<file path="src/rtl/bht_update_sched_if.sv">
// Table write-port bus between the BHT update scheduler and the table.
// The scheduler drives the master side; the table array is the slave.
interface bht_update_sched_if #(
  parameter int IDX_W = 8
);
  logic [IDX_W-1:0] tbl_raddr;
  logic [1:0]       tbl_rdata;
  logic             tbl_we;
  logic [IDX_W-1:0] tbl_waddr;
  logic [1:0]       tbl_wdata;

  modport master (
    output tbl_raddr,
    input  tbl_rdata,
    output tbl_we,
    output tbl_waddr,
    output tbl_wdata
  );

  modport slave (
    input  tbl_raddr,
    output tbl_rdata,
    input  tbl_we,
    input  tbl_waddr,
    input  tbl_wdata
  );
endinterface

</file>
<file path="src/rtl/bht_update_sched.sv">
// BHT write-port scheduler: post-reset clear sweep, then queued 2-bit updates.
// Optional macro BHT_BYPASS_EN applies a resolution same-cycle when idle.
module bht_update_sched #(
  parameter int IDX_W      = 8,
  parameter int FIFO_DEPTH = 4
) (
  input  logic                        clk,
  input  logic                        rst_n,
  input  logic [6:0]                  ex_opcode,
  input  logic                        ex_br,
  input  logic [IDX_W-1:0]            ex_idx,
  bht_update_sched_if.master          tbl,
  output logic                        init_busy,
  output logic [$clog2(FIFO_DEPTH):0] fifo_count,
  output logic [7:0]                  drop_cnt
);

  localparam int AW = $clog2(FIFO_DEPTH);
  localparam int EW = IDX_W + 1;
  localparam logic [6:0] BR_OP = 7'b110_0011;
  localparam logic [AW:0] FULL_CNT = (AW+1)'(FIFO_DEPTH);

  typedef enum logic {
    S_INIT,
    S_RUN
  } state_e;

  state_e           state_q, state_d;
  logic [IDX_W-1:0] ptr_q, ptr_d;
  logic [AW-1:0]    rd_q, rd_d;
  logic [AW-1:0]    wr_q, wr_d;
  logic [AW:0]      cnt_q, cnt_d;
  logic [7:0]       drop_q, drop_d;
  logic [EW-1:0]    mem_q [FIFO_DEPTH];
  logic [EW-1:0]    mem_d [FIFO_DEPTH];

  logic             res_v;
  logic             full;
  logic             pop;
  logic             byp;
  logic             push;
  logic             drop;
  logic [EW-1:0]    head;
  logic             we;
  logic [IDX_W-1:0] waddr;
  logic [IDX_W-1:0] raddr;
  logic [1:0]       wdata;

  function automatic logic [1:0] sat2(
    input logic [1:0] r,
    input logic       t
  );
    if (t) return (r == 2'b11) ? 2'b11 : r + 2'b01;
    else   return (r == 2'b00) ? 2'b00 : r - 2'b01;
  endfunction

  always_comb begin
    state_d = state_q;
    ptr_d   = ptr_q;
    rd_d    = rd_q;
    wr_d    = wr_q;
    cnt_d   = cnt_q;
    drop_d  = drop_q;
    mem_d   = mem_q;
    we      = 1'b0;
    waddr   = '0;
    raddr   = '0;
    wdata   = 2'b00;
    pop     = 1'b0;
    byp     = 1'b0;
    res_v   = (ex_opcode == BR_OP);
    full    = (cnt_q == FULL_CNT);
    head    = mem_q[rd_q];

    unique case (state_q)
      S_INIT: begin
        // gated so the table sees no write while reset is held
        we    = rst_n;
        waddr = ptr_q;
        ptr_d = ptr_q + IDX_W'(1);
        if (ptr_q == '1) state_d = S_RUN;
      end
      S_RUN: begin
        if (cnt_q != '0) begin
          pop   = 1'b1;
          raddr = head[EW-1:1];
          we    = 1'b1;
          waddr = head[EW-1:1];
          wdata = sat2(tbl.tbl_rdata, head[0]);
        end
`ifdef BHT_BYPASS_EN
        else if (res_v) begin
          byp   = 1'b1;
          raddr = ex_idx;
          we    = 1'b1;
          waddr = ex_idx;
          wdata = sat2(tbl.tbl_rdata, ex_br);
        end
`endif
      end
      default: state_d = S_INIT;
    endcase

    push = res_v && !byp && (!full || pop);
    drop = res_v && !byp && full && !pop;

    if (push) begin
      mem_d[wr_q] = {ex_idx, ex_br};
      wr_d        = wr_q + AW'(1);
    end
    if (pop) rd_d = rd_q + AW'(1);

    unique case ({push, pop})
      2'b10:   cnt_d = cnt_q + (AW+1)'(1);
      2'b01:   cnt_d = cnt_q - (AW+1)'(1);
      default: cnt_d = cnt_q;
    endcase

    if (drop && drop_q != 8'hFF) drop_d = drop_q + 8'd1;
  end

  always_ff @(posedge clk or negedge rst_n) begin
    if (!rst_n) begin
      state_q <= S_INIT;
      ptr_q   <= '0;
      rd_q    <= '0;
      wr_q    <= '0;
      cnt_q   <= '0;
      drop_q  <= '0;
      for (int i = 0; i < FIFO_DEPTH; i++) mem_q[i] <= '0;
    end else begin
      state_q <= state_d;
      ptr_q   <= ptr_d;
      rd_q    <= rd_d;
      wr_q    <= wr_d;
      cnt_q   <= cnt_d;
      drop_q  <= drop_d;
      mem_q   <= mem_d;
    end
  end

  assign tbl.tbl_raddr = raddr;
  assign tbl.tbl_we    = we;
  assign tbl.tbl_waddr = waddr;
  assign tbl.tbl_wdata = wdata;
  assign init_busy     = (state_q == S_INIT);
  assign fifo_count    = cnt_q;
  assign drop_cnt      = drop_q;

endmodule

</file>
<file path="src/flat_wrapper.sv">
// flat-port wrapper written by rule: the top's interface ports become plain ports
module bht_update_sched_flat 
#(
  parameter int IDX_W      = 8,
  parameter int FIFO_DEPTH = 4
)
  (clk, rst_n, ex_opcode, ex_br, ex_idx, init_busy, fifo_count, drop_cnt, tbl_tbl_raddr, tbl_tbl_rdata, tbl_tbl_we, tbl_tbl_waddr, tbl_tbl_wdata);
  bht_update_sched_if #(.IDX_W(IDX_W)) tbl_i ();
  input  logic clk;
  input  logic rst_n;
  input  logic [6:0] ex_opcode;
  input  logic ex_br;
  input  logic [IDX_W-1:0] ex_idx;
  output logic init_busy;
  output logic [$clog2(FIFO_DEPTH):0] fifo_count;
  output logic [7:0] drop_cnt;
  output wire logic [$bits(tbl_i.tbl_raddr)-1:0] tbl_tbl_raddr;
  input wire logic [$bits(tbl_i.tbl_rdata)-1:0] tbl_tbl_rdata;
  output wire logic [$bits(tbl_i.tbl_we)-1:0] tbl_tbl_we;
  output wire logic [$bits(tbl_i.tbl_waddr)-1:0] tbl_tbl_waddr;
  output wire logic [$bits(tbl_i.tbl_wdata)-1:0] tbl_tbl_wdata;
  assign tbl_tbl_raddr = tbl_i.tbl_raddr;
  assign tbl_i.tbl_rdata = tbl_tbl_rdata;
  assign tbl_tbl_we = tbl_i.tbl_we;
  assign tbl_tbl_waddr = tbl_i.tbl_waddr;
  assign tbl_tbl_wdata = tbl_i.tbl_wdata;
  bht_update_sched #(.IDX_W(IDX_W), .FIFO_DEPTH(FIFO_DEPTH)) u_core (.clk(clk), .rst_n(rst_n), .ex_opcode(ex_opcode), .ex_br(ex_br), .ex_idx(ex_idx), .tbl(tbl_i), .init_busy(init_busy), .fifo_count(fifo_count), .drop_cnt(drop_cnt));
endmodule
</file>
<file path="config.mk">
export PLATFORM = sky130hd
export DESIGN_NAME = bht_update_sched_flat
export DESIGN_NICKNAME = d
export VERILOG_FILES = /design/src/rtl/bht_update_sched_if.sv /design/src/rtl/bht_update_sched.sv /design/src/flat_wrapper.sv
export SDC_FILE = /design/constraint.sdc
export NUM_CORES = 1
export LEC_CHECK = 0
export ABC_AREA = 1
export BUFFER_PORTS_ARGS = -buffer_cell sky130_fd_sc_hd__buf_2
export CAP_MARGIN = 10
export CORE_MARGIN = 1
export CORE_UTILIZATION = 45
export CTS_CLUSTER_DIAMETER = 50
export DETAILED_ROUTE_END_ITERATION = 8
export HOLD_SLACK_MARGIN = 0.05
export PLACE_DENSITY = 0.65
export SETUP_SLACK_MARGIN = 0.1
export SLEW_MARGIN = 20
export SYNTH_ARGS = -nofsm -noshare
export SYNTH_HDL_FRONTEND = slang
export SYNTH_SLANG_ARGS = --single-unit
</file>
<file path="constraint.sdc">
create_clock -name clk -period 3.3 [get_ports clk]
set_clock_uncertainty 0.1 [all_clocks]
set_input_delay 0.165 -clock clk [delete_from_list [all_inputs] [get_ports clk]]
set_output_delay 0.165 -clock clk [all_outputs]
set_load 0.03 [all_outputs]
</file>
# After elaboration in Yosys (flattened, before gate mapping)
# Index checks and enable logic that the tools add are counted.
# op_classes
n_reduce_logical,11
addsub,8
magnitude_cmp,3
bitwise_logic,3
div,0
eq_ne,7
n_mux,20
n_shift,0
n_mul,0
# ops
cell,count
36-bit bitwise mux,1
9-bit 2-to-1 mux,3
9-bit binary-select mux with 2-bit select,1
9-bit demux with 2-bit select,1
"8-bit by 1-bit adder with 8-bit output, second input constant",2
8-bit 2-to-1 mux,2
8-bit one-hot mux with 2 select lines,1
2-bit 2-to-1 mux,5
"8-bit equality test, second input constant",1
"8-bit != test, second input constant",1
"7-bit equality test, second input constant",1
"2-bit by 1-bit adder with 2-bit output, second input constant",3
"3-bit greater-or-equal comparator, second input constant",2
2-bit inverter with 3-bit output,2
3-bit one-hot mux with 2 select lines,1
1-bit logical AND,5
"2-bit equality test, second input constant",2
1-bit 2-to-1 mux,4
"3-bit by 1-bit adder with 3-bit output, second input constant",1
"3-bit equality test, second input constant",1
"3-bit by 1-bit < comparator with 1-bit output, second input constant",1
3-bit nonzero test,1
"3-bit by 1-bit subtractor with 3-bit output, second input constant",1
"2-bit by 1-bit equality test with 1-bit output, second input constant",1
other kinds (7),8
# word_totals
n_memories,0
in_bits,20
ramBits,0
ff_bits,60
wordCells,62
mem_bits_ro,0
output_inout_bits,31
latchBits,0

# Depth between registers and ports, before layout
# depth
ltp_word,7
mapped_depth,11
mapped_depth_nobuf,11

# Worst setup path after synthesis
# OpenSTA, ideal clock, no wires.
# synth_timing
path_kind,register to register
start,register u_core.cnt_q[0] (netlist: u_core.fifo_count[0])
end,register u_core.cnt_q[2] (netlist: u_core.fifo_count[2])
slack_ps,1125
stages_incl_launch_ff,12
arrival_time_ps,1944
path_cell_list,dfrtp_1 > inv_2 > nand2_2 > nor2_8 > inv_4 > nand2_1 > ha_1 > inv_1 > fa_1 > a21oi_1 > o21ai_0 > xor2_1
# synth_via
elab_chain_cells,7
# synth_rtl
element,line_no,text
"start, declared",bht_update_sched.sv:32,"logic [AW:0] cnt_q, cnt_d;"
"start signal, assigned",bht_update_sched.sv:136,cnt_q <= cnt_d;
3-bit nonzero test,bht_update_sched.sv:84,if (cnt_q != '0) begin
1-bit 2-to-1 mux,bht_update_sched.sv:84,
1-bit 2-to-1 mux,bht_update_sched.sv:75,unique case (state_q)
1-bit logical OR,bht_update_sched.sv:104,push = res_v && !byp && (!full || pop);
1-bit logical AND,bht_update_sched.sv:104,
2-bit by 1-bit equality test with 1-bit output / 2-bit equality test (equally long branches),bht_update_sched.sv:113,"unique case ({push, pop})"
3-bit one-hot mux with 2 select lines / 2-bit nonzero test (equally long branches),--,
# Several ways; a longest one is shown, not always the timed one.
# A chain may end at the register's enable or synchronous reset.

# Worst setup path in the final report
# layout_timing
start,register u_core.state_q
end,register u_core.cnt_q[2] (netlist: u_core.fifo_count[2])
# layout_via
elab_chain_cells,5
# layout_rtl
element,line_no,text
"start, declared",bht_update_sched.sv:28,"state_e state_q, state_d;"
"start signal, assigned",bht_update_sched.sv:132,state_q <= state_d;
1-bit 2-to-1 mux (*),bht_update_sched.sv:75,
1-bit logical OR,bht_update_sched.sv:104,
1-bit logical AND,bht_update_sched.sv:104,
2-bit by 1-bit equality test with 1-bit output / 2-bit equality test (equally long branches),bht_update_sched.sv:113,
3-bit one-hot mux with 2 select lines / 2-bit nonzero test (equally long branches),--,
# Every way passes the cells marked *; elsewhere a longest branch is shown, timed or not.

==> flow_metrics.env <==
export IMPL_use_met2_pct=36.9
export IMPL_endpoint="u_core.fifo_count[2]$_DFFE_PN0P_"
export IMPL_slowest_delay_ns=0.51
export IMPL_grt_util_met3_pct=3.08
export IMPL_numClockSinks=60
export IMPL_nets=525
export IMPL_reg2reg_depth=11
export IMPL_p_leak_nw=2.28
export IMPL_grt_pass1_vias=2829
export IMPL_antenna_cells=0
export IMPL_syn_inst=442
export IMPL_initial_core_util_pct=46.6
export IMPL_ctsResizeCount=0
export IMPL_multi_input_area_um2=1610
export IMPL_busiest_layer="met2"
export IMPL_die_h_um=88.9
export IMPL_cts_clk_slew_worst_paths_ns=0.07
export IMPL_area_growth_synth_to_final_pct=18.0
export IMPL_slew_viol_final=0
export IMPL_power_total_mw=1.60
export IMPL_synth_edf_count=0
export IMPL_core_area_um2=7290
export IMPL_ys_warn_count=0
export IMPL_overflow=0
export IMPL_synth_yosys_seq_area_share_pct=44.2
export IMPL_p_sw_share_pct=21.9
export IMPL_drc_errors=0
export IMPL_antenna_left=0
export IMPL_synthArstFlopShare_pct=100
export IMPL_hpwlAfterDp_um=5640
export IMPL_die_x_um=88.9
export IMPL_placementRows=31
export IMPL_wl_per_cell_um=14.0
export IMPL_r2r_end="u_core.fifo_count[2]$_DFFE_PN0P_"
export IMPL_rsz0062_at_grt="false"
export IMPL_synth_top_area_share_pct=44.2
export IMPL_nFillCells=751
export IMPL_syn_area_per_cell_um2=7.68
export IMPL_dieArea_um2=7900
export IMPL_tightest_slew_ns=0.784
export IMPL_reg2reg_slack_ns=0.68
export IMPL_clock_fmax_mhz=382
export IMPL_synth_top_area_cell="dfrtp_1"
export IMPL_fin_tns_setup_ns=0
export IMPL_track_usage_pct=23.5
export IMPL_end_kind="flip-flop"
export IMPL_hold_viol=0
export IMPL_first_pass_iters=4
export IMPL_synth_distinct_cells=27
export IMPL_grt_pass1_wl_um=13700
export IMPL_cts_tree="done"
export IMPL_worstSetupPathType="flip-flop to flip-flop"
export IMPL_clockBufferDepth=2
export IMPL_portBuffers=50
export IMPL_power_frac_clock_pct=49.1
export IMPL_finalSetupViolations=0
export IMPL_wl_um=8400
export IMPL_critical_path_arrival_ns=2.74
export IMPL_p_int_mw=1.25
export IMPL_grt_max_degree=46
export IMPL_met1_usage_pct=32.4
export IMPL_ys_ff_latch=60
export IMPL_antenna_found_initial=0
export IMPL_routabilityCongestion=0.905
export IMPL_ir_drop_v=0.000182
export IMPL_outcome="complete, no violations"
export IMPL_syn_num_nets=470
export IMPL_p_seq_share_pct=46.4
export IMPL_p_per_area_nw_per_um2=400
export IMPL_io_pins=51
export IMPL_worstSkewPairLatency_ns=0.34
export IMPL_synth_top_cells_by_area="dfrtp_1, nand2_1, nand4_1"
export IMPL_combPwrFrac_pct=4.4
export IMPL_cts_htree_levels=3
export IMPL_cts_root_buf="clkbuf_8"
export IMPL_register_area_um2=1500
export IMPL_cap_violations=0
export IMPL_drt_iter0_drc=248
export IMPL_ys_flop_type="dfrtp_1"
export IMPL_cp_start_kind="flip-flop"
export IMPL_path_depth=11
export IMPL_cp_cell_sequence="inv_2 -> nand2_2 -> nor2_8 -> inv_4 -> nand2_1 -> ha_1 -> inv_1 -> fa_1 -> a21oi_1 -> o21ai_0 -> xor2_1"
export IMPL_worstPathRequired_ns=3.42
export IMPL_cp_top_family="adder cells"
export IMPL_vias=3091
export IMPL_startpoint="u_core.state_q$_DFF_PN0_"
export IMPL_slew_headroom_pct=47.7
export IMPL_numCtsBuffers=9
export IMPL_via_per_inst=5.14
export IMPL_utilization_pct=55.0
export IMPL_hold_class="input pin to flip-flop"
export IMPL_cp_max_fo=42
export IMPL_fin_crit_sh_pct=79.3
export IMPL_r2r_start="u_core.state_q$_DFF_PN0_"
export IMPL_syn_area_um2=3400
export IMPL_fin_crit_ns=2.62
export IMPL_drive_above_1_share_pct=16.9
export IMPL_path_buf_inv=3
export IMPL_p_sw_mw=0.350
export IMPL_critPathSlowestCell="dfrtp_1"
-- routing by layer --
metal | vias to the layer above | share of wire, %
li1 | 1536 | -
met1 | 1467 | 47
met2 | 75 | 46
met3 | 13 | 4.2
met4 | 0 | 2.2
met5 | - | 0
-- placed cells by master (no fill, tap or decap), types with 2 or more instances in the layout --
cell type and instances:
nand2_1 159, dlygate4sd3_1 10, buf_4 4, nor2_1 45, nor2_8 2, ha_1 7, a21oi_1 3, o21ai_0 26
nand3_2 3, xor2_1 7, dfrtp_1 60, nand3_4 3, nand3b_1 2, inv_1 35, clkbuf_8 12, bufinv_16 2
nand2_2 3, nand4_1 44, inv_2 3, buf_2 50, xnor2_1 4, nand3_1 11
-- registers in the layout, summed over array words and instances (netlist names) --
name,cells
u_core.fifo_count,3
u_core.rd_q,2
u_core.ptr_q,8
u_core.drop_cnt,8
u_core.state_q,1
u_core.mem_q,36
u_core.wr_q,2
-- cell usage after synthesis (4+ instances only) --
master / n
inv_1: 35
buf_2: 10
nand3_1: 11
buf_6: 4
xnor2_1: 4
nor2_1: 45
xor2_1: 7
nand4_1: 44
nand2_1: 159
o21ai_0: 26
dfrtp_1: 60
ha_1: 7
-- logic make-up after synthesis --
kind of cell / Yosys count / share of synthesized area (%)
compound gates: 29 / 4.27
simple gates: 274 / 37.2
fa+ha+maj: 8 / 3.17
buf+inv: 60 / 8.29
flops: 60 / 44.2
xor+xnor: 11 / 2.84
-- area by class of cell --
class	instances	area share [%]
Clock buffer	13	4.21
Clock inverter	3	1.69
Timing Repair Buffer	64	9.49
Tap cell	99	3.09
Sequential cell	60	37.5
Inverter	40	3.81
Multi-Input combinational cell	322	40.2
-- metrics by stage --
step / instances / instance area, um2 / setup slack (ns) / hold WS (ns)
CTS: 601 / 4010 / 0.659 / 0.218
global route: 601 / 4010 / 0.479 / 0.262
floorplan: 442 / 3400 / 1.13 / -0.231
detailed placement: 575 / 3670 / 0.661 / 0.182
global placement: 575 / 3670 / 0.732 / 0.182
finish: 601 / 4010 / 0.683 / 0.220
-- worst min path at each step --
stage,cells past startpoint,endpoint,start
after floorplan,0,u_core.drop_cnt[0]$_DFFE_PN0P_,rst_n
after global placement,1,u_core.mem_q[31]$_DFFE_PN0P_,rst_n
after detailed placement,1,u_core.mem_q[31]$_DFFE_PN0P_,rst_n
after CTS,8,u_core.drop_cnt[3]$_DFFE_PN0P_,ex_opcode[3]
after global routing,6,u_core.wr_q[0]$_DFFE_PN0P_,ex_opcode[2]
final,8,u_core.drop_cnt[3]$_DFFE_PN0P_,ex_opcode[3]
-- power by group through the flow --
stage	Clock [mW]	Sequential [mW]	Combinational [mW]
5_1_grt	0.834	0.744	0.0798
3_3_place_gp	0	0.757	0.0617
2_1_floorplan	0	0.764	0.0144
4_1_cts	0.800	0.743	0.0727
6_report	0.786	0.744	0.0712
3_5_place_dp	0	0.758	0.0636
-- worst register-to-register path, stage by stage (launching register included) --
cell	delay [ns]
dfrtp_1	0.51
inv_2	0.22
nand2_2	0.12
nor2_8	0.18
inv_4	0.19
nand2_1	0.19
ha_1	0.16
inv_1	0.06
fa_1	0.38
a21oi_1	0.14
o21ai_0	0.10
xor2_1	0.15
-- repair_timing --
action,in CTS,in global routing
buffers inserted,0,0
hold buffers,10,0
hold endpoints to repair,67,0
(Power assumes the default switching activity.)
